### config.mk
export PLATFORM = sky130hd
export DESIGN_NAME = shadow_writer
export DESIGN_NICKNAME = d
export VERILOG_FILES = /design/src/rtl/iigs_shadow_pkg.sv /design/src/rtl/shadow_fifo.sv /design/src/rtl/shadow_writer.sv
export SDC_FILE = /design/constraint.sdc
export NUM_CORES = 1
export LEC_CHECK = 0
export BUFFER_PORTS_ARGS = -buffer_cell sky130_fd_sc_hd__buf_2
export CORE_AREA = 2 2 127 129
export CTS_CLUSTER_DIAMETER = 200
export DETAILED_ROUTE_END_ITERATION = 8
export DIE_AREA = 0 0 129 131
export HOLD_SLACK_MARGIN = 0.05
export PLACE_DENSITY = 0.52
export SLEW_MARGIN = 40
export SYNTH_ARGS = -nofsm -noshare
export SYNTH_HDL_FRONTEND = slang
export SYNTH_HIERARCHICAL = 1
export SYNTH_SLANG_ARGS = --single-unit
export TNS_END_PERCENT = 20
### constraint.sdc
create_clock -name clk_sys -period 3 [get_ports clk_sys]
set_input_delay 0.15 -clock clk_sys [delete_from_list [all_inputs] [get_ports clk_sys]]
set_output_delay 0.15 -clock clk_sys [all_outputs]
set_load 0.05 [all_outputs]
### src/rtl/iigs_shadow_pkg.sv
// Shared constants and entry type for the IIgs shadow writer.
// Region bounds are inclusive CPU addresses within bank 00/01.
package iigs_shadow_pkg;

  localparam logic [15:0] TXT1_LO = 16'h0400;
  localparam logic [15:0] TXT1_HI = 16'h07FF;
  localparam logic [15:0] TXT2_LO = 16'h0800;
  localparam logic [15:0] TXT2_HI = 16'h0BFF;
  localparam logic [15:0] HGR1_LO = 16'h2000;
  localparam logic [15:0] HGR1_HI = 16'h3FFF;
  localparam logic [15:0] HGR2_LO = 16'h4000;
  localparam logic [15:0] HGR2_HI = 16'h5FFF;
  localparam logic [15:0] SHR_LO  = 16'h2000;
  localparam logic [15:0] SHR_HI  = 16'h9FFF;

  localparam int SH_TXT1 = 0;
  localparam int SH_HGR1 = 1;
  localparam int SH_HGR2 = 2;
  localparam int SH_SHR  = 3;
  localparam int SH_AUX  = 4;
  localparam int SH_TXT2 = 5;

  typedef struct packed {
    logic        bank0;
    logic [15:0] addr;
    logic [7:0]  data;
  } shadow_entry_t;

  function automatic logic in_rng(
    input logic [15:0] a,
    input logic [15:0] lo,
    input logic [15:0] hi
  );
    return (a >= lo) && (a <= hi);
  endfunction

endpackage

### src/rtl/shadow_fifo.sv
// Small synchronous FIFO holding pending shadow writes.
// A push while full is taken only when a pop frees a slot that cycle.
module shadow_fifo
  import iigs_shadow_pkg::*;
#(
  parameter int DEPTH = 4
) (
  input  logic                     clk_sys,
  input  logic                     reset_n,
  input  logic                     push,
  input  logic                     pop,
  input  shadow_entry_t            din,
  output shadow_entry_t            head,
  output logic                     full,
  output logic                     empty,
  output logic [$clog2(DEPTH):0]   count
);

  localparam int AW = $clog2(DEPTH);
  localparam int CW = AW + 1;

  shadow_entry_t    mem [DEPTH];
  logic [AW-1:0]    rd_ptr;
  logic [AW-1:0]    wr_ptr;
  logic             do_push;
  logic             do_pop;

  assign empty   = (count == '0);
  assign full    = (count == CW'(DEPTH));
  assign do_pop  = pop & ~empty;
  assign do_push = push & (~full | do_pop);
  assign head    = mem[rd_ptr];

  always_ff @(posedge clk_sys) begin
    if (do_push) begin
      mem[wr_ptr] <= din;
    end
  end

  // Pointers wrap naturally since DEPTH is a power of two.
  always_ff @(posedge clk_sys) begin
    if (!reset_n) begin
      rd_ptr <= '0;
      wr_ptr <= '0;
      count  <= '0;
    end else begin
      if (do_push) wr_ptr <= wr_ptr + AW'(1);
      if (do_pop)  rd_ptr <= rd_ptr + AW'(1);
      unique case ({do_push, do_pop})
        2'b10:   count <= count + CW'(1);
        2'b01:   count <= count - CW'(1);
        default: count <= count;
      endcase
    end
  end

endmodule

### src/rtl/shadow_writer.sv
// Mirrors bank 00/01 CPU writes into slow RAM (E0/E1) through a
// small FIFO drained on slow-bus write slots.
module shadow_writer
  import iigs_shadow_pkg::*;
#(
  parameter int DEPTH = 4
) (
  input  logic        clk_sys,
  input  logic        reset_n,
  input  logic        fast_clk,
  input  logic [7:0]  bank,
  input  logic [15:0] addr,
  input  logic [7:0]  dout,
  input  logic        we,
  input  logic [7:0]  SHADOW,
  input  logic        slow_ce,
  output logic [16:0] shadow_addr,
  output logic [7:0]  shadow_data,
  output logic        shadow_we,
  output logic        cpu_stall,
  output logic        overflow
);

  localparam int CW = $clog2(DEPTH) + 1;

  logic          bank_ok;
  logic          aux;
  logic          hit;
  logic          push;
  logic          pop;
  logic          full;
  logic          empty;
  logic [CW-1:0] count;
  shadow_entry_t entry;
  shadow_entry_t head;

  logic unused_sh;
  assign unused_sh = ^SHADOW[7:6];

  assign bank_ok = (bank[7:1] == 7'd0);
  assign aux     = bank[0];

  // HGR pages in bank 01 are additionally gated by the aux inhibit bit.
  always_comb begin
    hit = 1'b0;
    if (in_rng(addr, TXT1_LO, TXT1_HI) && !SHADOW[SH_TXT1])
      hit = 1'b1;
    if (in_rng(addr, TXT2_LO, TXT2_HI) && !SHADOW[SH_TXT2])
      hit = 1'b1;
    if (in_rng(addr, HGR1_LO, HGR1_HI) && !SHADOW[SH_HGR1]
        && !(aux && SHADOW[SH_AUX]))
      hit = 1'b1;
    if (in_rng(addr, HGR2_LO, HGR2_HI) && !SHADOW[SH_HGR2]
        && !(aux && SHADOW[SH_AUX]))
      hit = 1'b1;
    if (aux && in_rng(addr, SHR_LO, SHR_HI) && !SHADOW[SH_SHR])
      hit = 1'b1;
  end

  assign push  = fast_clk & we & bank_ok & hit;
  assign pop   = slow_ce & ~empty;
  assign entry = '{bank0: aux, addr: addr, data: dout};

  shadow_fifo #(
    .DEPTH (DEPTH)
  ) u_fifo (
    .clk_sys (clk_sys),
    .reset_n (reset_n),
    .push    (push),
    .pop     (pop),
    .din     (entry),
    .head    (head),
    .full    (full),
    .empty   (empty),
    .count   (count)
  );

  always_ff @(posedge clk_sys) begin
    if (!reset_n) begin
      shadow_we   <= 1'b0;
      shadow_addr <= '0;
      shadow_data <= '0;
      cpu_stall   <= 1'b0;
      overflow    <= 1'b0;
    end else begin
      shadow_we <= pop;
      if (pop) begin
        shadow_addr <= {head.bank0, head.addr};
        shadow_data <= head.data;
      end
      cpu_stall <= (count >= CW'(DEPTH - 1));
      if (push && full && !pop)
        overflow <= 1'b1;
    end
  end

endmodule

# --- Yosys cells after proc, flatten, opt, wreduce, memory -nomap -nowiden ---
# Memories as Yosys holds them, arrays and structs flattened. A register that Yosys moved wholly into a read port is not among the register bits.
# Cells that the tools add are included.
word_totals:
  register_bits: 10
  mem_bits_rw: 100
  out_inout_bits: 28
  mem_count: 1
classes:
  n_addsub: 4
  magnitude_cmp: 10
  eq_ne: 3
  n_mux: 8
  bitwise: 9
  n_reduce_logical: 27
mem_list:
  columns: ["name", "depth", "width", "rd", "rd_ports_with_merged_regs", "wr", "line", "source"]
  rows:
  - ["u_fifo.mem", 4, 25, 1, 1, 1, "shadow_fifo.sv:22", "shadow_entry_t mem [DEPTH];"]
op_table:
  columns: ["cell", "n"]
  rows:
  - [">= comparator 16 x 11 -> 1 bit, second input constant", 1]
  - [">= comparator 16 x 12 -> 1 bit, second input constant", 1]
  - [">= comparator 16 x 14 -> 1 bit, second input constant", 1]
  - [">= comparator 16 x 15 -> 1 bit, second input constant", 1]
  - ["<= comparator 16 x 11 -> 1 bit, second input constant", 1]
  - ["<= comparator 16 x 12 -> 1 bit, second input constant", 1]
  - ["<= comparator 16 x 14 -> 1 bit, second input constant", 1]
  - ["<= comparator 16 x 15 -> 1 bit, second input constant", 1]
  - ["<= comparator 16 bit, second input constant", 1]
  - ["logical AND 1 bit", 16]
  - ["zero test 1 bit", 8]
  - ["zero test 7 bit", 1]
  - ["2-to-1 mux 1 bit", 7]
  - ["bitwise AND 1 bit", 6]
  - ["case mux 3 bit (2 select lines)", 1]
  - ["adder 2 x 1 -> 2 bit, second input constant", 2]
  - ["adder 3 x 1 -> 3 bit, second input constant", 1]
  - ["equality test 3 bit, second input constant", 1]
  - [">= comparator 3 x 2 -> 1 bit, second input constant", 1]
  - ["zero test 3 bit", 1]
  - ["subtractor 3 x 1 -> 3 bit, second input constant", 1]
  - ["equality test 2 x 1 -> 1 bit, second input constant", 1]
  - ["equality test 2 bit, second input constant", 1]
  - ["NOT 1 bit", 2]
  - ["other kinds (2)", 2]

# --- Depth between registers and ports, before layout ---
# Gate-level depths: netlist of run 1.
depth:
  ltp_word: 12
  mapped_depth: 12

# --- By module ---
# The synthesis of run 1 kept the hierarchy.
by_module_without_submodules:
  columns: ["mod", "n_inst", "cells_each", "area_each_um2", "seq_area_each_um2"]
  rows:
  - ["shadow_fifo", 1, 191, 4156.5, 3183.1]
  - ["shadow_writer", 1, 135, 1149.9, 560.5]

# --- Worst setup path before layout of run 1 ---
# Ideal clock, no wire load.
synth_timing:
  path_type: "flip-flop to flip-flop"
  startpoint: "reg u_fifo.count[1]"
  endpoint: "reg u_fifo.count[2]"
  arrival_ns: 2.382
  required_ns: 2.928
  slack_ns: 0.547
  path_stages_with_launch: 12
  period_less_slack_ns: 2.453
  cell_sequence: "dfxtp_1 > nor3_1 > nand2b_4 > buf_6 > inv_4 > buf_4 > o31a_1 > or2b_1 > fa_1 > nand2b_1 > o31ai_2 > mux2i_1"
synth_between:
  elab_chain_cells: 8
synth_rtl:
  columns: ["item", "line", "source"]
  rows:
  - ["from (decl)", "shadow_fifo.sv:16", "output logic [$clog2(DEPTH):0] count"]
  - ["from (signal assigned)", "shadow_fifo.sv:50", "2'b10: count <= count + CW'(1);"]
  - ["from (signal assigned)", "shadow_fifo.sv:51", "2'b01: count <= count - CW'(1);"]
  - ["from (signal assigned)", "shadow_fifo.sv:52", "default: count <= count;"]
  - ["zero test 3 bit (*)", "shadow_fifo.sv:28", "assign empty = (count == '0);"]
  - ["named net empty", "shadow_writer.sv:32", "logic empty;"]
  - ["NOT 1 bit (*)", "shadow_writer.sv:61", "assign pop = slow_ce & ~empty;"]
  - ["bitwise AND 1 bit (*)", "shadow_writer.sv:61", null]
  - ["named net pop", "shadow_writer.sv:30", "logic pop;"]
  - ["bitwise AND 1 bit (*)", "shadow_fifo.sv:30", "assign do_pop = pop & ~empty;"]
  - ["bitwise OR 1 bit", "shadow_fifo.sv:31", "assign do_push = push & (~full | do_pop);"]
  - ["bitwise AND 1 bit", "shadow_fifo.sv:31", null]
  - ["equality test 2 x 1 -> 1 bit or equality test 2 bit (tied branches)", "shadow_fifo.sv:49", "unique case ({do_push, do_pop})"]
  - ["case mux 3 bit (2 select lines) or nonzero test 2 bit (tied branches)", null, null]
# Mark *: on every way through the listed nets, which the timed path passes. The rest lies on a longest branch.
# A chain may end at the register's enable or synchronous reset.

# --- Worst setup path in the final report of run 1 ---
layout_timing:
  startpoint: "in addr[14]"
  endpoint: "mem u_fifo/mem[1][21] (netlist name), enable pin"
layout_between:
  elab_chain_cells: 12
layout_rtl:
  columns: ["item", "line", "source"]
  rows:
  - ["from (decl)", "shadow_writer.sv:12", "input logic [15:0] addr,"]
  - [">= comparator 16 x 11 -> 1 bit or <= comparator 16 x 11 -> 1 bit (tied branches)", "iigs_shadow_pkg.sv:34", "return (a >= lo) && (a <= hi);"]
  - ["logical AND 1 bit", "iigs_shadow_pkg.sv:34", null]
  - ["logical AND 1 bit", "shadow_writer.sv:46", "if (in_rng(addr, TXT1_LO, TXT1_HI) && !SHADOW[SH_TXT1])"]
  - ["2-to-1 mux 1 bit", "shadow_writer.sv:46", null]
  - ["2-to-1 mux 1 bit", "shadow_writer.sv:48", "if (in_rng(addr, TXT2_LO, TXT2_HI) && !SHADOW[SH_TXT2])"]
  - ["2-to-1 mux 1 bit", "shadow_writer.sv:50", "if (in_rng(addr, HGR1_LO, HGR1_HI) && !SHADOW[SH_HGR1]"]
  - ["2-to-1 mux 1 bit", "shadow_writer.sv:53", "if (in_rng(addr, HGR2_LO, HGR2_HI) && !SHADOW[SH_HGR2]"]
  - ["2-to-1 mux 1 bit (*)", "shadow_writer.sv:56", "if (aux && in_rng(addr, SHR_LO, SHR_HI) && !SHADOW[SH_SHR])"]
  - ["bitwise AND 1 bit (*)", "shadow_writer.sv:60", "assign push = fast_clk & we & bank_ok & hit;"]
  - ["named net push", "shadow_writer.sv:29", "logic push;"]
  - ["bitwise AND 1 bit (*)", "shadow_fifo.sv:31", null]
  - ["2-to-1 mux 1 bit (*)", "shadow_fifo.sv:35", "if (do_push) begin"]
  - ["2-to-1 mux 1 bit (implied by the code) (*)", "shadow_fifo.sv:36", "mem[wr_ptr] <= din;"]
  - ["to (decl)", "shadow_fifo.sv:22", null]
# Marks and branches as above.

==> summary.log, run 1 <==
qor: floorplanning.io_pins 73
qor: logic_synthesis.post-synth-top-area-cell sky130_fd_sc_hd__edfxtp_1
qor: clock_network.cts_tree built
qor: timing.fin_hold_ws 173 ps
qor: clock_network.clock-sinks 137
qor: setup_path.cp_max_fo 8
qor: final_layout.fin_nets 488
qor: clock_network.cts_post_setup_buffers_inserted 0
qor: clock_network.cts.reportedPaths.clkPinSlew 50 ps
qor: run_status.outcome finished, final reports clean
qor: power.p_leak 2.42 nW
qor: placement.dpl.hpwl 6570 µm
qor: route.detail_route.wl_per_cell 15.7 µm
qor: route.routed_wirelength 10500 µm
qor: setup_path.critPathTopFamily simple AND/OR/NAND/NOR gates
qor: floorplanning.effective_utilization_at_floorplan 0.340
qor: timing.hold_vio_cnt_final 0
qor: route.route.antenna.remaining_nets 0
qor: placement.port_buffers 70
qor: floorplanning.fp.dieArea 0.0169 mm²
qor: power.pwr_density_cell 634 mW/mm²
qor: timing.setup_violations 0
qor: logic_synthesis.yosys.cell_types.count 43
qor: logic_synthesis.synth.top_cell.area_share 0.566
qor: min_path.hold_path.class in -> reg
qor: logic_synthesis.synthesis.nets 376
qor: final_layout.syn_to_final_growth 28.9%
qor: logic_synthesis.synth_seq_cells 137
qor: timing.slew-limit-headroom 0.601
qor: route.count_of_unresolved_drc_violations_after_routing 0
qor: global_routing.antenna_found_initial 0
qor: clock_network.cts_resized 0
qor: timing.fmaxAchievable 0.391 GHz
qor: floorplanning.fp.coreArea 0.0156 mm²
qor: floorplanning.dieWidth 129 µm
qor: setup_path.logic_depth_of_the_worst_register_to_register_path 9
qor: clock_network.h-tree-depth 4
qor: clock_network.tritoncts.num_buffers 17
qor: setup_path.cp-start-kind input pin
qor: setup_path.endpoint_kind flop
qor: setup_path.critPathMostFrequentCell sky130_fd_sc_hd__and2_1
qor: setup_path.critical_path.cell_chain dlygate4sd3_1 > buf_2 > nor2_1 > xor2_1 > o311ai_2 > and2_1 > nor2b_2 > and2_1 > buf_4
qor: timing.fin_tns_setup 0 ps
qor: setup_path.cp.required 3120 ps
qor: setup_path.slowest_stage_cell_cp sky130_fd_sc_hd__dlygate4sd3_1
qor: min_path.holdCritStartpoint bank[6]
qor: timing.worst_slew_pin_slew 598 ps
qor: logic_synthesis.ys_warn_count 6
qor: global_routing.first_global_vias 3042
qor: power.worst_ir_drop_vdd 0.396 mV
qor: floorplanning.rows 46
qor: floorplanning.die_h 131 µm
qor: min_path.hold_ep overflow$_SDFFE_PN0P_
qor: logic_synthesis.ys_top_cells_by_area sky130_fd_sc_hd__edfxtp_1 (57%), sky130_fd_sc_hd__dfxtp_1 (14%), sky130_fd_sc_hd__mux4_2 (11%)
qor: setup_path.timing.critical_path.slowest_cell_delay 520 ps
qor: timing.final_critical_path_time_including_i_o_delays_and_setup 2560 ps
qor: setup_path.regToRegEndpoint u_fifo/count[1]$_SDFFE_PN0P_
qor: logic_synthesis.ys_seq_area_frac 0.705
qor: setup_path.rr_startpoint u_fifo/count[0]$_SDFFE_PN0P_
qor: final_layout.final_cell_mix sky130_fd_sc_hd__edfxtp_1 (100), sky130_fd_sc_hd__buf_2 (70), sky130_fd_sc_hd__nand2_1 (55), sky130_fd_sc_hd__dfxtp_1 (36)
qor: run.max_cap_violations 0
qor: global_routing.gr-total-overflow 0
qor: min_path.hold-path-cell-count 3
qor: logic_synthesis.syn_inst 326
qor: timing.slew_violations 0
qor: clock_network.clockRootBuffer sky130_fd_sc_hd__clkbuf_16
qor: logic_synthesis.post_synth_instance_area 0.00531 mm²
qor: final_layout.final_layout_size_suffix_gt1_frac 0.329
qor: clock_network.clock_path_buffers 2
qor: setup_path.data_arrival_at_the_endpoint_of_the_critical_path 2680 ps
qor: route.initialDrtViolationCount 172
qor: global_routing.grt_pass1_wl 16400 µm
qor: setup_path.worst-r2r-setup-slack 460 ps
qor: clock_network.worstSkewPairLatency 420 ps
qor: logic_synthesis.syn-mean-instance-area 16.3 µm²
qor: setup_path.timing_worst_setup_path_type in -> reg
qor: route.drt-vias-per-instance 4.54
qor: setup_path.critPathBufInv 3
qor: final_layout.diode_count 0
qor: global_routing.grt.total_usage 0.135
qor: final_layout.most_common_cell_after_layout_fill_and_taps_aside sky130_fd_sc_hd__edfxtp_1
qor: timing.grt_setup_unrepaired no
qor: route.detailroute.via_count 3021
qor: placement.gp_congestion 0.671
qor: global_routing.grt_max_degree 39
qor: timing.finalCritPeriodShare 0.852
qor: route.detail_route.first_pass.iterations 4
qor: final_layout.final_util 0.438
qor: timing.skew 5.98 ps
==> power by group <==
part | total, W | switching [W] | internal, W | leakage (nW)
logic | 0.0000919 | 0.0000414 | 0.0000505 | 0.914
registers | 0.00203 | 0.0000000288 | 0.00203 | 1.20
clock network | 0.00222 | 0.000767 | 0.00145 | 0.313
==> worst max-delay path by stage <==
stage	start	end	slack [ps]	cells after the start
final	addr[14]	u_fifo/mem[1][21]$_DFFE_PP_	440	9
after global routing	addr[14]	u_fifo/mem[1][21]$_DFFE_PP_	290	9
after CTS	bank[0]	u_fifo/mem[1][21]$_DFFE_PP_	440	9
after detailed placement	u_fifo/count[0]$_SDFFE_PN0P_	u_fifo/count[2]$_SDFFE_PN0P_	480	9
after global placement	u_fifo/count[0]$_SDFFE_PN0P_	u_fifo/count[2]$_SDFFE_PN0P_	510	9
after floorplan	u_fifo/count[1]$_SDFFE_PN0P_	u_fifo/count[2]$_SDFFE_PN0P_	550	11
==> worst min-delay path, stage by stage <==
cell	delay, ps
sky130_fd_sc_hd__buf_2	80
sky130_fd_sc_hd__nor4_1	50
sky130_fd_sc_hd__a32o_2	260
==> final cells by class <==
| cell class | count | area [µm²] |
|---|---|---|
| multi-input combinational | 166 | 1440 |
| fill | 1426 | 8760 |
| clock inverter | 9 | 134 |
| tap | 216 | 270 |
| inverter | 7 | 28.8 |
| clock buffer | 22 | 507 |
| sequential | 137 | 3740 |
| timing repair buffer | 109 | 718 |
==> through the flow <==
stage	std cells	power (W)	cell area, µm²	setup WS [ps]
6_report	666	0.00434	6840	443
5_1_grt	666	0.00449	6840	291
4_1_cts	666	0.00440	6840	443
3_5_place_dp	610	0.00214	5950	481
3_3_place_gp	610	0.00213	5950	511
2_1_floorplan	326	0.00209	5310	547
==> cell usage after synthesis (all sizes together) <==
master,count
edfxtp,100
nand2,55
dfxtp,37
a21boi,25
mux4,25
buf,13
and2,11
inv,7
nor2,6
ha,4
nor3b,4
xor2,4
a21oi,3
clkbuf,3
nor2b,3
o21ai,3
mux2i,2
nand2b,2
nor3,2
nor4,2
xnor2,2
a2111oi,1
a211oi,1
a32o,1
and3,1
fa,1
nand3b,1
nand4,1
nor4b,1
o21a,1
o311ai,1
o31a,1
o31ai,1
or2b,1
==> cells by family after synthesis <==
| family | share of synthesized area |
|---|---|
| DFF | 0.705 |
| buffers and inverters | 0.0238 |
| AOI/OAI and AO/OA | 0.0559 |
| xor gates and xnor gates | 0.00990 |
| and+or+nand+nor | 0.0818 |
| muxes | 0.110 |
| adders and majority gates | 0.0132 |
==> sequential cells by signal, summed over array words and instances, names as in the netlist, named ones only <==
register / count
shadow_addr: 17
cpu_stall: 1
shadow_data: 8
overflow: 1
u_fifo/mem: 100
u_fifo/rd_ptr: 2
u_fifo/count: 3
u_fifo/wr_ptr: 2
shadow_we: 1
==> timing repair <==
item	4_1_cts	5_1_grt
setup endpoints to repair	0	0
hold buffers	25	0
hold endpoints to repair	100	0
==> metal layers <==
| layer | global-route usage | vias up | part of all wire |
|---|---|---|---|
| met5 | 0 | - | 0 |
| met4 | 0.0575 | 0 | 0.016 |
| met3 | 0.0440 | 16 | 0.040 |
| met2 | 0.230 | 54 | 0.52 |
| met1 | 0.157 | 1508 | 0.43 |
| li1 | - | 1443 | - |
Power figures use the tool's default switching activity.
==> run 2, diff against run 1 <==
CORE_AREA = 2 2 125 127   (was 2 2 127 129)
CTS_CLUSTER_DIAMETER = 60   (was 200)
DIE_AREA = 0 0 127 129   (was 0 0 129 131)
PLACE_DENSITY = 0.53   (was 0.52)
SYNTH_HIERARCHICAL = unset   (was 1)
==> summary.log, run 2 <==
qor: min_path.hold_path.class in -> reg [unchanged]
qor: global_routing.grt_pass1_wl 15800 µm [was 16400 µm]
qor: logic_synthesis.synth.cells.most_frequent sky130_fd_sc_hd__edfxtp_1 (100), sky130_fd_sc_hd__nand2_1 (57), sky130_fd_sc_hd__dfxtp_1 (35), sky130_fd_sc_hd__mux4_2 (25), sky130_fd_sc_hd__a21boi_1 (20) [was sky130_fd_sc_hd__edfxtp_1 (100), sky130_fd_sc_hd__nand2_1 (55), sky130_fd_sc_hd__dfxtp_1 (37), sky130_fd_sc_hd__mux4_2 (25), sky130_fd_sc_hd__a21boi_1 (20)]
qor: power.switching_share 0.182 [was 0.186]
qor: clock_network.clockRootBuffer sky130_fd_sc_hd__clkbuf_16 [unchanged]
qor: timing.hold_vio_cnt_final 0 [unchanged]
qor: clock_network.clock-sinks 135 [was 137]
qor: floorplanning.dieWidth 127 µm [was 129 µm]
qor: logic_synthesis.synthFlopType sky130_fd_sc_hd__edfxtp_1 [unchanged]
qor: clock_network.clock_path_buffers 2 [unchanged]
qor: logic_synthesis.yosys.cell_types.count 35 [was 43]
qor: setup_path.critPathBufInv 4 [was 3]
qor: timing.slew_violations 0 [unchanged]
qor: final_layout.syn_to_final_growth 28.8% [was 28.9%]
qor: global_routing.grt_max_degree 38 [was 39]
qor: final_layout.biggestRegsByFlops u_fifo.mem x100, shadow_addr x17, shadow_data x8 [was u_fifo/mem x100, shadow_addr x17, shadow_data x8]
qor: timing.finalCritPeriodShare 0.851 [was 0.852]
qor: power.p_leak 2.30 nW [was 2.42 nW]
qor: placement.gp_congestion 0.665 [was 0.671]
qor: final_layout.final_layout_size_suffix_gt1_frac 0.316 [was 0.329]
qor: route.drt-vias-per-instance 4.71 [was 4.54]
qor: setup_path.cp.required 3340 ps [was 3120 ps]
qor: power.switchingPower 0.000771 W [was 0.000808 W]
qor: logic_synthesis.synth_seq_cells 135 [was 137]
qor: logic_synthesis.post_synth_instance_area 0.00518 mm² [was 0.00531 mm²]
qor: placement.place_inst 564 [was 610]
qor: final_layout.fill_cells 1349 [was 1426]
qor: global_routing.gr-total-overflow 0 [unchanged]
qor: logic_synthesis.syn_inst 311 [was 326]
qor: setup_path.cp_max_fo 9 [was 8]
qor: route.route.antenna.remaining_nets 0 [unchanged]
qor: logic_synthesis.syn-mean-instance-area 16.7 µm² [was 16.3 µm²]
qor: final_layout.max_flop_register u_fifo.mem [was u_fifo/mem]
qor: final_layout.register_area 0.00370 mm² [was 0.00374 mm²]
qor: run_status.outcome finished, final reports clean [unchanged]
qor: timing.slew-limit-headroom 0.555 [was 0.601]
qor: final_layout.final_cell_mix sky130_fd_sc_hd__edfxtp_1 (100), sky130_fd_sc_hd__buf_2 (70), sky130_fd_sc_hd__nand2_1 (57), sky130_fd_sc_hd__dfxtp_1 (34) [was sky130_fd_sc_hd__edfxtp_1 (100), sky130_fd_sc_hd__buf_2 (70), sky130_fd_sc_hd__nand2_1 (55), sky130_fd_sc_hd__dfxtp_1 (36)]
qor: logic_synthesis.post-synth-top-area-cell sky130_fd_sc_hd__edfxtp_1 [unchanged]
qor: setup_path.slowest_stage_cell_cp sky130_fd_sc_hd__dlygate4sd3_1 [unchanged]
qor: setup_path.data_arrival_at_the_endpoint_of_the_critical_path 2890 ps [was 2680 ps]
qor: placement.dpl.hpwl 6230 µm [was 6570 µm]
qor: logic_synthesis.post-synth-top-count-cell sky130_fd_sc_hd__edfxtp_1 [unchanged]
qor: timing.fmaxAchievable 0.392 GHz [was 0.391 GHz]
qor: final_layout.final_util 0.446 [was 0.438]
qor: clock_network.h-tree-depth 4 [unchanged]
qor: power.power.internal 0.00346 W [was 0.00353 W]
qor: logic_synthesis.ys_warn_count 0 [was 6]
qor: setup_path.endpoint_kind flop [unchanged]
qor: logic_synthesis.synthesis.nets 362 [was 376]
qor: timing.skew 6.29 ps [was 5.98 ps]
qor: final_layout.most_common_cell_after_layout_fill_and_taps_aside sky130_fd_sc_hd__edfxtp_1 [unchanged]
qor: logic_synthesis.ys_seq_area_frac 0.715 [was 0.705]
qor: final_layout.diode_count 0 [unchanged]
qor: floorplanning.die_h 129 µm [was 131 µm]
qor: power.pwr_density_cell 634 mW/mm² [about the same]
qor: clock_network.cts_hold_fix_bufs 24 [was 25]
qor: route.initialDrtViolationCount 144 [was 172]
qor: final_layout.fin_nets 471 [was 488]
qor: floorplanning.fp.dieArea 0.0164 mm² [was 0.0169 mm²]
qor: power.worst_ir_drop_vdd 0.407 mV [was 0.396 mV]
qor: global_routing.grt.total_usage 0.133 [was 0.135]
qor: setup_path.cp-start-kind input pin [unchanged]
qor: floorplanning.effective_utilization_at_floorplan 0.346 [was 0.340]
qor: global_routing.first_global_vias 3001 [was 3042]
qor: logic_synthesis.synth_enable_flop_cells 100 [unchanged]
qor: global_routing.antenna_found_initial 0 [unchanged]
qor: setup_path.timing_worst_setup_path_type in -> reg [unchanged]
qor: clock_network.worstSkewPairLatency 420 ps [about the same]
qor: placement.port_buffers 70 [unchanged]
qor: route.detail_route.wl_per_cell 16.1 µm [was 15.7 µm]
qor: setup_path.critical_path.cell_chain dlygate4sd3_1 > buf_2 > or3_1 > nand4b_1 > a311oi_2 > inv_1 > ha_1 > inv_1 > fa_1 > xor2_1 > or3_1 > a21boi_0 [was dlygate4sd3_1 > buf_2 > nor2_1 > xor2_1 > o311ai_2 > and2_1 > nor2b_2 > and2_1 > buf_4]
qor: timing.setup_violations 0 [unchanged]
qor: timing.worst_slew_pin_slew 666 ps [was 598 ps]
qor: run.max_cap_violations 0 [unchanged]
qor: final_layout.area_of_the_multi_input_gates 0.00137 mm² [was 0.00144 mm²]
qor: clock_network.tritoncts.num_buffers 17 [unchanged]
qor: final_layout.largest_register_ffs 100 [unchanged]
qor: route.detail_route.first_pass.iterations 4 [unchanged]
qor: floorplanning.io_pins 73 [unchanged]
qor: route.detailroute.via_count 2924 [was 3021]
qor: power.power.share.combinational 0.022 [was 0.021]
qor: timing.grt_setup_unrepaired no [unchanged]
qor: floorplanning.fp.coreArea 0.0150 mm² [was 0.0156 mm²]
qor: timing.final_critical_path_time_including_i_o_delays_and_setup 2550 ps [was 2560 ps]
qor: logic_synthesis.ys_top_cells_by_area sky130_fd_sc_hd__edfxtp_1 (58%), sky130_fd_sc_hd__dfxtp_1 (14%), sky130_fd_sc_hd__mux4_2 (11%) [was sky130_fd_sc_hd__edfxtp_1 (57%), sky130_fd_sc_hd__dfxtp_1 (14%), sky130_fd_sc_hd__mux4_2 (11%)]
qor: clock_network.cts_tree built [unchanged]
qor: setup_path.timing.critical_path.slowest_cell_delay 530 ps [was 520 ps]
qor: power.p_clk_frac 0.504 [was 0.511]
qor: final_layout.final_cell_count_no_fill 621 [was 666]
qor: clock_network.cts_post_setup_buffers_inserted 0 [unchanged]
qor: clock_network.cts_resized 0 [unchanged]
qor: timing.fin_tns_setup 0 ps [unchanged]
qor: logic_synthesis.async_reset_ff_frac 0 [unchanged]
qor: setup_path.critPathTopFamily buffers and inverters [was simple AND/OR/NAND/NOR gates]
qor: logic_synthesis.synth.top_cell.area_share 0.580 [was 0.566]
qor: power.share_seq_of_total_power 0.474 [was 0.468]
qor: route.routed_wirelength 10000 µm [was 10500 µm]
qor: route.count_of_unresolved_drc_violations_after_routing 0 [unchanged]
qor: floorplanning.rows 45 [was 46]
qor: clock_network.cts.reportedPaths.clkPinSlew 60 ps [was 50 ps]
==> run 2: cell types whose count changed after synthesis, sizes merged, moves of 2 or more <==
cell    change
dfxtp       -2
o21ai       +2
buf         -3
xor2        -3
or3         +2
a311oi      +2
nand2       +2
nor2        -4
nor2b       -2
and2        -2
==> run 2: cell families after synthesis <==
logic type / Yosys count / share of synthesized area
compound gates: 37 / 0.0546
xor+xnor: 4 / 0.00676
fa+ha+maj: 6 / 0.0159
buf+inv: 21 / 0.0208
flops: 135 / 0.715
mux: 27 / 0.113
simple gates: 81 / 0.0746
==> run 2: tightest hold or removal path: cells and delay by family <==
kind,cells,cell delay (ps)
compound gates,2,190
buf+inv,1,100
simple gates,2,100
==> run 2: per-layer routing <==
| metal | vias up | wire length [µm] | GRT usage |
|---|---|---|---|
| li1 | 1384 | - | - |
| met1 | 1462 | 4310 | 0.154 |
| met2 | 63 | 5030 | 0.226 |
| met3 | 15 | 454 | 0.0453 |
| met4 | 0 | 204 | 0.0601 |
| met5 | - | 0 | 0 |
==> run 2: power groups by stage <==
stage / combinational (W) / sequential [W] / clock [W]
2_1_floorplan: 0.0000191 / 0.00204 / 0
3_3_place_gp: 0.0000665 / 0.00204 / 0
3_5_place_dp: 0.0000702 / 0.00204 / 0
4_1_cts: 0.0000946 / 0.00200 / 0.00217
5_1_grt: 0.000104 / 0.00200 / 0.00226
6_report: 0.0000938 / 0.00200 / 0.00213
==> run 2: stage by stage <==
stage | hold slack [ps] | setup WS (ps) | total power (W) | cell area, µm²
2_1_floorplan | 249 | 671 | 0.00206 | 5180
4_1_cts | 54.4 | 439 | 0.00427 | 6660
3_5_place_dp | 372 | 523 | 0.00211 | 5820
5_1_grt | 189 | 95.4 | 0.00437 | 6670
3_3_place_gp | 364 | 559 | 0.00211 | 5820
6_report | 175 | 448 | 0.00423 | 6670
==> run 2: final cells by class <==
type                            instances  share of cell area
Sequential cell                       135               0.555
Multi-Input combinational cell        155               0.205
Timing Repair Buffer                  104               0.110
Clock buffer                           22              0.0681
Tap cell                              188              0.0353
Clock inverter                         10              0.0227
Inverter                                7             0.00394
==> run 2: final timing paths <==
check                                                     to  cells past startpoint  slack, ps                         start
worst min register to register   shadow_addr[2]$_SDFFE_PN0P_                      2        450   shadow_addr[2]$_SDFFE_PN0P_
worst max-delay path            u_fifo.count[2]$_SDFFE_PN0P_                     12        450                      addr[14]
worst min-delay path                   overflow$_SDFFE_PN0P_                      5        170                       bank[6]
worst max register to register  u_fifo.count[2]$_SDFFE_PN0P_                     10        540  u_fifo.count[0]$_SDFFE_PN0P_
==> run 3, diff against run 2 <==
PLACE_DENSITY = 0.57   (was 0.53)
==> summary.log, run 3 (same netlist as run 2, synthesis figures left out) <==
qor: timing.final_critical_path_time_including_i_o_delays_and_setup 2620 ps [was 2550 ps]
qor: final_layout.final_util 0.439 [was 0.446]
qor: clock_network.tritoncts.num_buffers 17 [unchanged]
qor: timing.worst_slew_pin_slew 795 ps [was 666 ps]
qor: power.worst_ir_drop_vdd 0.411 mV [was 0.407 mV]
qor: run_status.outcome finished, final reports clean [unchanged]
qor: floorplanning.die_h 129 µm [unchanged]
qor: power.pwr_density_cell 605 mW/mm² [was 634 mW/mm²]
qor: placement.dpl.hpwl 6300 µm [was 6230 µm]
qor: min_path.hold_path.class in -> reg [unchanged]
qor: route.detailroute.via_count 2959 [was 2924]
qor: floorplanning.dieWidth 127 µm [unchanged]
qor: final_layout.diode_count 0 [unchanged]
qor: timing.timing.final.ws_setup 384 ps [was 448 ps]
qor: route.initialDrtViolationCount 200 [was 144]
qor: clock_network.worstSkewPairLatency 410 ps [was 420 ps]
qor: setup_path.data_arrival_at_the_endpoint_of_the_critical_path 2950 ps [was 2890 ps]
qor: timing.fin_tns_setup 0 ps [unchanged]
qor: route.routed_wirelength 9930 µm [was 10000 µm]
qor: route.detail_route.first_pass.iterations 4 [unchanged]
qor: timing.skew 4.85 ps [was 6.29 ps]
qor: timing.slew_violations 0 [unchanged]
qor: placement.gp_congestion 0.692 [was 0.665]
qor: final_layout.final_layout_size_suffix_gt1_frac 0.321 [was 0.316]
qor: final_layout.fill_cells 1332 [was 1349]
qor: timing.hold_vio_cnt_final 0 [unchanged]
qor: setup_path.endpoint_kind flop [unchanged]
qor: floorplanning.fp.coreArea 0.0150 mm² [unchanged]
qor: clock_network.cts_tree built [unchanged]
qor: clock_network.cts_post_setup_buffers_inserted 0 [unchanged]
qor: final_layout.biggestRegsByFlops u_fifo.mem x100, shadow_addr x17, shadow_data x8 [unchanged]
qor: placement.pre_cts_ws 488 ps [was 523 ps]
qor: setup_path.cp-start-kind input pin [unchanged]
qor: timing.fmaxAchievable 0.382 GHz [was 0.392 GHz]
qor: setup_path.cp_max_fo 9 [unchanged]
qor: timing.finalCritPeriodShare 0.872 [was 0.851]
qor: timing.setup_violations 0 [unchanged]
qor: final_layout.syn_to_final_growth 26.8% [was 28.8%]
qor: route.drt-vias-per-instance 4.74 [was 4.71]
qor: route.detail_route.wl_per_cell 15.9 µm [was 16.1 µm]
qor: final_layout.final_design_area_no_fill 0.00657 mm² [was 0.00667 mm²]
qor: power.p_leak 2.27 nW [was 2.30 nW]
qor: placement.dpl_cell_area 0.00578 mm² [was 0.00582 mm²]
qor: final_layout.fin_nets 474 [was 471]
qor: clock_network.cts.reportedPaths.clkPinSlew 50 ps [was 60 ps]
qor: global_routing.grt_pass1_wl 15600 µm [was 15800 µm]
qor: final_layout.most_common_cell_after_layout_fill_and_taps_aside sky130_fd_sc_hd__edfxtp_1 [unchanged]
qor: setup_path.timing_worst_setup_path_type in -> reg [unchanged]
qor: global_routing.grt_max_degree 38 [unchanged]
qor: setup_path.cp.required 3330 ps [was 3340 ps]
qor: floorplanning.io_pins 73 [unchanged]
qor: global_routing.antenna_found_initial 0 [unchanged]
qor: placement.port_buffers 70 [unchanged]
qor: global_routing.gr-total-overflow 0 [unchanged]
qor: global_routing.grt.total_usage 0.131 [was 0.133]
qor: timing.grt_setup_unrepaired no [unchanged]
qor: clock_network.clock_path_buffers 2 [unchanged]
qor: clock_network.h-tree-depth 4 [unchanged]
qor: route.count_of_unresolved_drc_violations_after_routing 0 [unchanged]
qor: final_layout.largest_register_ffs 100 [unchanged]
qor: final_layout.final_cell_mix sky130_fd_sc_hd__edfxtp_1 (100), sky130_fd_sc_hd__buf_2 (70), sky130_fd_sc_hd__nand2_1 (57), sky130_fd_sc_hd__dfxtp_1 (34), sky130_fd_sc_hd__mux4_2 (25) [was sky130_fd_sc_hd__edfxtp_1 (100), sky130_fd_sc_hd__buf_2 (70), sky130_fd_sc_hd__nand2_1 (57), sky130_fd_sc_hd__dfxtp_1 (34)]
qor: global_routing.first_global_vias 2971 [was 3001]
qor: floorplanning.rows 45 [unchanged]
qor: run.max_cap_violations 0 [unchanged]
qor: timing.slew-limit-headroom 0.470 [was 0.555]
qor: floorplanning.effective_utilization_at_floorplan 0.346 [unchanged]
qor: final_layout.max_flop_register u_fifo.mem [unchanged]
qor: route.route.antenna.remaining_nets 0 [unchanged]
qor: floorplanning.fp.dieArea 0.0164 mm² [unchanged]
qor: clock_network.clockRootBuffer sky130_fd_sc_hd__clkbuf_16 [unchanged]
qor: clock_network.clock-sinks 135 [unchanged]
-- run 3: cell count changes in the layout (fill, tap and decap cells not counted) --
cell and delta:
sky130_fd_sc_hd__clkinv_4 +1, sky130_fd_sc_hd__clkbuf_8 +1, sky130_fd_sc_hd__dlygate4sd3_1 -1, sky130_fd_sc_hd__clkinv_2 -1, sky130_fd_sc_hd__clkinv_1 +1, sky130_fd_sc_hd__buf_4 +9
sky130_fd_sc_hd__buf_12 -5, sky130_fd_sc_hd__clkinvlp_4 +1, sky130_fd_sc_hd__bufinv_16 -3
-- run 3: timing repair --
action                                 in CTS  in global routing
endpoints found under the hold margin      96                  0
hold buffers                               24                  0
gates resized for setup                     0                  0
-- run 3: report_power, final --
part | internal (W) | total [W] | switching (W)
clock network | 0.00117 | 0.00188 | 0.000708
logic | 0.0000501 | 0.0000918 | 0.0000417
registers | 0.00200 | 0.00200 | 0.000000223
-- run 3: worst max-delay path: stages --
cell and delay, ps:
sky130_fd_sc_hd__dlygate4sd3_1 530, sky130_fd_sc_hd__buf_2 180, sky130_fd_sc_hd__or3_1 370, sky130_fd_sc_hd__nand4b_1 140, sky130_fd_sc_hd__a311oi_2 230, sky130_fd_sc_hd__inv_1 120
sky130_fd_sc_hd__ha_1 180, sky130_fd_sc_hd__inv_1 60, sky130_fd_sc_hd__fa_1 370, sky130_fd_sc_hd__xor2_1 160, sky130_fd_sc_hd__or3_1 300, sky130_fd_sc_hd__a21boi_0 160
-- run 3: through the flow --
step	cells	hold WS [ps]	power, W
6_report	624	85.2	0.00398
5_1_grt	624	80.2	0.00412
4_1_cts	624	59.5	0.00403
3_5_place_dp	568	367	0.00211
3_3_place_gp	568	363	0.00211
2_1_floorplan	311	249	0.00206
-- run 3: layout make-up --
type,count,area (µm²),share of cell area
clock inverters,9,76.3,0.0116
well taps,188,235,0.0358
multi-input cells,155,1370,0.209
inverters,7,26.3,0.00400
repair buffers,107,688,0.105
flip-flops and latches,135,3700,0.564
clock buffers,23,468,0.0712
-- run 3: final timing paths --
path                                      from                      endpoint  slack [ps]  cells after the start
setup / recovery                      addr[14]  u_fifo.count[2]$_SDFFE_PN0P_         380                     12
hold / removal                        addr[15]   u_fifo.mem[1][23]$_DFFE_PP_          90                      1
setup reg to reg  u_fifo.count[0]$_SDFFE_PN0P_  u_fifo.count[2]$_SDFFE_PN0P_         500                     10
hold reg to reg   shadow_addr[12]$_SDFFE_PN0P_  shadow_addr[12]$_SDFFE_PN0P_         450                      2
-- run 3: routing by layer --
layer	vias to the layer above	GRT usage	wire length [µm]
li1	1390	-	-
met1	1476	0.157	4230
met3	15	0.0470	602
met2	78	0.216	4900
met5	-	0	0
met4	0	0.0537	195
